## src/rtl/spi_txn_arbiter.sv

```systemverilog
`default_nettype none
// +----------------------------------------------------------------------------+
// | spi_txn_arbiter: round-robin sharing of one SPI master among NREQ users,  |
// | with per-device chip-select steering, completion and timeout reporting.   |
// | Rev 1.0                                                                   |
// +----------------------------------------------------------------------------+
module spi_txn_arbiter #(
  parameter int NREQ    = 4,
  parameter int DW      = 12,
  parameter int TIMEOUT = 4096,
  parameter int CS_GAP  = 4
) (
  input  logic                    clk,
  input  logic                    rst,
  input  logic [NREQ-1:0]         req,
  input  logic [NREQ*DW-1:0]      req_data,
  input  logic [NREQ-1:0]         en_mask,
  input  logic                    m_cs,
  output logic                    m_new_data,
  output logic [DW-1:0]           m_din,
  output logic [NREQ-1:0]         dev_cs_n,
  output logic [NREQ-1:0]         ack,
  output logic [NREQ-1:0]         done,
  output logic [NREQ-1:0]         err,
  output logic                    busy,
  output logic [$clog2(NREQ)-1:0] grant_id
);

  localparam int c_idw = $clog2(NREQ);
  localparam int c_cw  = $clog2(TIMEOUT + CS_GAP + 1);

  localparam logic [c_idw-1:0] c_last     = c_idw'(NREQ - 1);
  localparam logic [c_idw-1:0] c_idx_one  = c_idw'(1);
  localparam logic [NREQ-1:0]  c_one      = {{(NREQ-1){1'b0}}, 1'b1};
  localparam logic [c_cw-1:0]  c_cnt_one  = c_cw'(1);
  localparam logic [c_cw-1:0]  c_to_last  = c_cw'(TIMEOUT - 1);
  localparam logic [c_cw-1:0]  c_gap_last = c_cw'(CS_GAP - 1);

  typedef enum logic [1:0] {
    S_IDLE   = 2'd0,
    S_LAUNCH = 2'd1,
    S_XFER   = 2'd2,
    S_GAP    = 2'd3
  } state_t;

  state_t             r_state, w_state;
  logic [c_cw-1:0]    r_cnt, w_cnt;
  logic [c_idw-1:0]   r_rr_ptr, w_rr_ptr;
  logic               r_cs_meta, r_cs_s;

  logic [NREQ-1:0]    w_pending;
  logic               w_found;
  logic [c_idw-1:0]   w_winner, w_cand;
  logic [DW-1:0]      w_slice;
  logic [NREQ-1:0]    w_sel;

  logic               w_new_data, w_busy;
  logic [DW-1:0]      w_din;
  logic [NREQ-1:0]    w_cs_n, w_ack, w_done, w_err;
  logic [c_idw-1:0]   w_grant_id;

  assign w_pending = req & en_mask;

  // Scan starts just after the last winner, so a re-requesting winner goes last.
  always_comb begin
    w_found  = 1'b0;
    w_winner = '0;
    w_cand   = r_rr_ptr;
    for (int k = 0; k < NREQ; k++) begin
      if (w_cand == c_last) w_cand = '0;
      else                  w_cand = w_cand + c_idx_one;
      if (!w_found && w_pending[w_cand]) begin
        w_found  = 1'b1;
        w_winner = w_cand;
      end
    end
  end

  always_comb begin
    w_slice = '0;
    for (int i = 0; i < NREQ; i++) begin
      if (w_winner == c_idw'(i)) w_slice = req_data[i*DW +: DW];
    end
  end

  always_comb begin
    w_state    = r_state;
    w_cnt      = r_cnt + c_cnt_one;
    w_rr_ptr   = r_rr_ptr;
    w_grant_id = grant_id;
    w_din      = m_din;
    w_new_data = m_new_data;
    w_cs_n     = dev_cs_n;
    w_ack      = '0;
    w_done     = '0;
    w_err      = '0;
    w_busy     = busy;
    w_sel      = c_one << grant_id;
    case (r_state)
      S_IDLE: begin
        if (w_found) begin
          w_state    = S_LAUNCH;
          w_cnt      = '0;
          w_rr_ptr   = w_winner;
          w_grant_id = w_winner;
          w_din      = w_slice;
          w_new_data = 1'b1;
          w_busy     = 1'b1;
          w_ack      = c_one << w_winner;
        end
      end
      S_LAUNCH: begin
        if (!r_cs_s) begin
          w_state    = S_XFER;
          w_cnt      = '0;
          w_new_data = 1'b0;
          w_cs_n     = ~w_sel;
        end else if (r_cnt == c_to_last) begin
          w_state    = S_GAP;
          w_cnt      = '0;
          w_new_data = 1'b0;
          w_cs_n     = '1;
          w_err      = w_sel;
        end
      end
      S_XFER: begin
        if (r_cs_s) begin
          w_state = S_GAP;
          w_cnt   = '0;
          w_cs_n  = '1;
          w_done  = w_sel;
        end else if (r_cnt == c_to_last) begin
          w_state = S_GAP;
          w_cnt   = '0;
          w_cs_n  = '1;
          w_err   = w_sel;
        end
      end
      S_GAP: begin
        if (r_cnt == c_gap_last) begin
          w_state = S_IDLE;
          w_busy  = 1'b0;
        end
      end
      default: w_state = S_IDLE;
    endcase
  end

  always_ff @(posedge clk) begin
    if (rst) begin
      r_state    <= S_IDLE;
      r_cnt      <= '0;
      r_rr_ptr   <= c_last;
      r_cs_meta  <= 1'b1;
      r_cs_s     <= 1'b1;
      m_new_data <= 1'b0;
      m_din      <= '0;
      dev_cs_n   <= '1;
      ack        <= '0;
      done       <= '0;
      err        <= '0;
      busy       <= 1'b0;
      grant_id   <= '0;
    end else begin
      r_state    <= w_state;
      r_cnt      <= w_cnt;
      r_rr_ptr   <= w_rr_ptr;
      r_cs_meta  <= m_cs;
      r_cs_s     <= r_cs_meta;
      m_new_data <= w_new_data;
      m_din      <= w_din;
      dev_cs_n   <= w_cs_n;
      ack        <= w_ack;
      done       <= w_done;
      err        <= w_err;
      busy       <= w_busy;
      grant_id   <= w_grant_id;
    end
  end

endmodule
`default_nettype wire

```

## config.mk

```make
export PLATFORM = sky130hd
export DESIGN_NAME = spi_txn_arbiter
export DESIGN_NICKNAME = d
export VERILOG_FILES = /design/src/rtl/spi_txn_arbiter.sv
export SDC_FILE = /design/constraint.sdc
export NUM_CORES = 1
export LEC_CHECK = 0
export CAP_MARGIN = 5
export CORE_ASPECT_RATIO = 2
export CORE_MARGIN = 2
export CORE_UTILIZATION = 45
export CTS_CLUSTER_DIAMETER = 100
export CTS_CLUSTER_SIZE = 8
export DETAILED_ROUTE_END_ITERATION = 6
export DONT_BUFFER_PORTS = 1
export HOLD_SLACK_MARGIN = 0.06
export PLACE_DENSITY = 0.62
export SETUP_SLACK_MARGIN = 0.05
export SYNTH_ARGS = -nofsm -noshare
export SYNTH_HDL_FRONTEND = slang
export SYNTH_SLANG_ARGS = --single-unit
```

## constraint.sdc

```tcl
create_clock -name clk -period 2.57 [get_ports clk]
set_input_delay 0.514 -clock clk [delete_from_list [all_inputs] [get_ports clk]]
set_output_delay 0.514 -clock clk [all_outputs]
set_load 0.02 [all_outputs]
```

==> summary.md <==
| Metric | Value |
|---|---|
| Number of antenna violations at the first check in global routing | 0 |
| CP Max Fanout | 14 |
| Leak | 0.0009673 uW |
| CTS root buf | clkbuf_8 |
| Hold Path Cell Cnt | 1 |
| Hold_buf cts | 0 |
| Warnings from Yosys | 0 |
| Placed cells | 308 |
| CP startpoint kind | register |
| Flops & latches, synth | between 50 and 60 |
| Worst-margin pin slew | 0.6712 ns |
| FMAX | 435.1 MHz |
| Port bufs | 0 |
| First-pass GRT wire length | 8.418 mm |
| CP endpoint kind | register |
| EDFF count, synth | 0 |
| Maximum capacitance violations | 0 |
| Setup ws final | 0.2717 ns |
| Worst Path Required | 2.79 ns |
| Number of post-CTS setup repair buffers | 0 |
| CTS buffer count | 5 |
| Num rows | 37 |
| Yosys cell types | 47 |
| Die Wd | 55.96 microns |
| Final nets | ~320 |
| DR WL/cell | 16.32 microns |
| Register Area | 1021 sq um |
| Syn Inst Count | 260 |
| R2R depth | 6 |
| Critical path arrival | between 2 and 3 ns |
| Cell Area, Synth | roughly 2400 sq um |
| Later-pin clock latency in the skew report | approximately 0.31 ns |
| Most frequent cells in the layout | dfxtp_1, nor2_1, nand2_1 |
| Critical-path cell list | ha_1 > o211a_1 > a311o_1 > a21oi_2 > or3b_1 > o221ai_1 |
| Final Non-Filler Cells | roughly 320 |
| Antenna Cells | 0 |
| Slew HR | 54.62% |
| Detailed Routing Iterations Pass 1 | 4 |
| Asr flop ratio synth | 0% |
| HPWL after DPL | 3.938 mm |
| Top FF cell, synth | dfxtp_1 |
| Final worst-path cycle share | a little under 90% |
| Clock-pin slew on the worst setup and hold paths | 0.09 ns |
| RSZ-0062 raised after global routing | no |
| Dpl cell area | 2476 sq um |
| P&R area growth vs syn | 5.304% |
| Num ports | 91 |
| Post-CTS resize count | 0 |
| Drt drc | 0 |
| GRT Total Usage | 17.64% |
| Final Critical Period | 2.298 ns |
| Initial Utilization | a little under half |
| Area of the core | 5185 sq um |
| Max-slew violations | 0 |
| Routed WL | 5.141 mm |
| CTS tree | yes |
| Syn Nets | 326 |
| Setup CP Type | register to register |
| Layout cells sized above 1 | about a tenth |
| Commonest non-fill, non-tap cell in the layout | dfxtp_1 |
| Final RePlAce weighted congestion | roughly 0.82 |
| Min-delay worst type | primary input to register |
| Finish-stage setup viols | 0 |
| ANT nets after route | 0 |
| Max incr delay on CP | 0.65 ns |
| Slowest-stage cell, CP | or3b_1 |
| Initial DRC count | 93 |
| Multi-input gate area | 1303 sq um |
| Outcome | finished, final reports clean |
| Max Root-Sink Buffers | 2 |
| Vias in the first global route | 1,885 |
| Final Skew | 0.007282 ns |
| H-tree depth | 2 |
| Sequential area share after synthesis | a little over two fifths |
| Routed vias | 1,849 |
| Via-to-Cell Ratio | 5.870 |
| CTS sink count | 51 |
| Pre-CTS setup slack | 0.2666 ns |
| Final design utilization | between 40% and 50% |
| Grt ovf | 0 |
| Fill count | 488 |
| Finished layout cell area | 2559 sq um |
| DIE AREA | 6039 sq um |
| Largest net degree at the start of global routing | 26 |
| Mean Syn Cell Area | 9.346 sq um |
| Worst IR drop on VDD | 0.5232 mV |
| Fin. Hold Viols | 0 |
| Setup TNS | 0 ns |
| Die height | 107.9 microns |
| Pwr dens | 669.8 nW/um^2 |
report_power, final:
group	leakage [uW]	internal (uW)	switching [uW]
logic	0.000507	142	168
registers	0.000416	848	109
clock network	0.0000440	187	260
worst paths after layout:
check                             to  slack, ns                     start
min          m_new_data$_SDFFE_PP0P_       0.26                       rst
max reg2reg    m_din[7]$_SDFFE_PP0N_       0.27  r_rr_ptr[0]$_SDFFE_PP1N_
min reg2reg        r_cs_s$_SDFF_PP1_       0.43      r_cs_meta$_SDFF_PP1_
max            m_din[7]$_SDFFE_PP0N_       0.27  r_rr_ptr[0]$_SDFFE_PP1N_
cells in the mapped netlist, types with 2 or more instances:
| cell | n | area, sq um |
|---|---|---|
| a21o_1 | 2 | 15.01 |
| a21oi_1 | 9 | 45.04 |
| a32oi_1 | 2 | 17.52 |
| and2_1 | 2 | 12.51 |
| and3_1 | 6 | 37.54 |
| buf_2 | 4 | 20.02 |
| buf_4 | 2 | 15.01 |
| buf_6 | 2 | 22.52 |
| clkbuf_1 | 7 | 26.28 |
| dfxtp_1 | 51 | 1021 |
| ha_1 | 7 | 87.58 |
| inv_1 | 8 | 30.03 |
| mux2i_1 | 25 | 250.2 |
| nand2_1 | 29 | 108.9 |
| nand2b_1 | 4 | 25.02 |
| nand3_1 | 3 | 15.01 |
| nand3b_1 | 3 | 22.52 |
| nand4_1 | 2 | 12.51 |
| nor2_1 | 31 | 116.4 |
| nor3_1 | 2 | 10.01 |
| nor4_1 | 4 | 25.02 |
| nor4b_1 | 2 | 17.52 |
| o211ai_1 | 4 | 30.03 |
| o21a_1 | 2 | 15.01 |
| o21ai_0 | 4 | 20.02 |
| o221ai_1 | 4 | 35.03 |
| o221ai_2 | 8 | 120.1 |
| or2_2 | 3 | 18.77 |
| xnor2_1 | 7 | 61.31 |
| xor2_1 | 4 | 35.03 |
metrics by stage:
| stage | hold slack (ns) | total power, uW |
|---|---|---|
| finish | 0.2617 | 1714 |
| floorplan | 0.3895 | 1225 |
| global placement | 0.4062 | 1284 |
| CTS | 0.2602 | 1734 |
| detailed placement | 0.3961 | 1289 |
| global route | 0.2626 | 1797 |
cells by family after synthesis:
kind of cell / count (synthesis) / share of synthesized area (%)
flops: 51 / 42.02
compound gates: 47 / 16.38
xor+xnor: 11 / 3.965
buf+inv: 23 / 4.686
mux: 25 / 10.30
fa+ha+maj: 7 / 3.604
simple gates: 96 / 19.05
cell type report:
| type | instances | area share (%) |
|---|---|---|
| clock inverter | 2 | 0.5379 |
| sequential | 51 | 39.90 |
| timing repair buffer | 5 | 1.956 |
| tap | 58 | 2.836 |
| inverter | 8 | 1.174 |
| clock buffer | 5 | 2.689 |
| multi-input combinational | 186 | 50.90 |
flip-flops by register name (all words and copies together) (netlist names):
| name | cells |
|---|---|
| ack | 4 |
| m_din | 12 |
| m_new_data | 1 |
| r_cs_meta | 1 |
| grant_id | 2 |
| r_rr_ptr | 2 |
| done | 4 |
| err | 4 |
| r_state | 2 |
| r_cs_s | 1 |
| busy | 1 |
| dev_cs_n | 4 |
| r_cnt | 13 |
layer usage:
metal,share of wire (%),global-route usage (%)
met4,2.1,8.163
met2,58,34.54
met1,35,16.83
met5,0,0
met3,4.5,3.846
critical path: cells and delay by family (launching register included):
kind            cells  cell delay, ns
flops               1            0.35
simple gates        1            0.65
fa+ha+maj           1            0.22
compound gates      4            0.99
(Power assumes the default switching activity.)
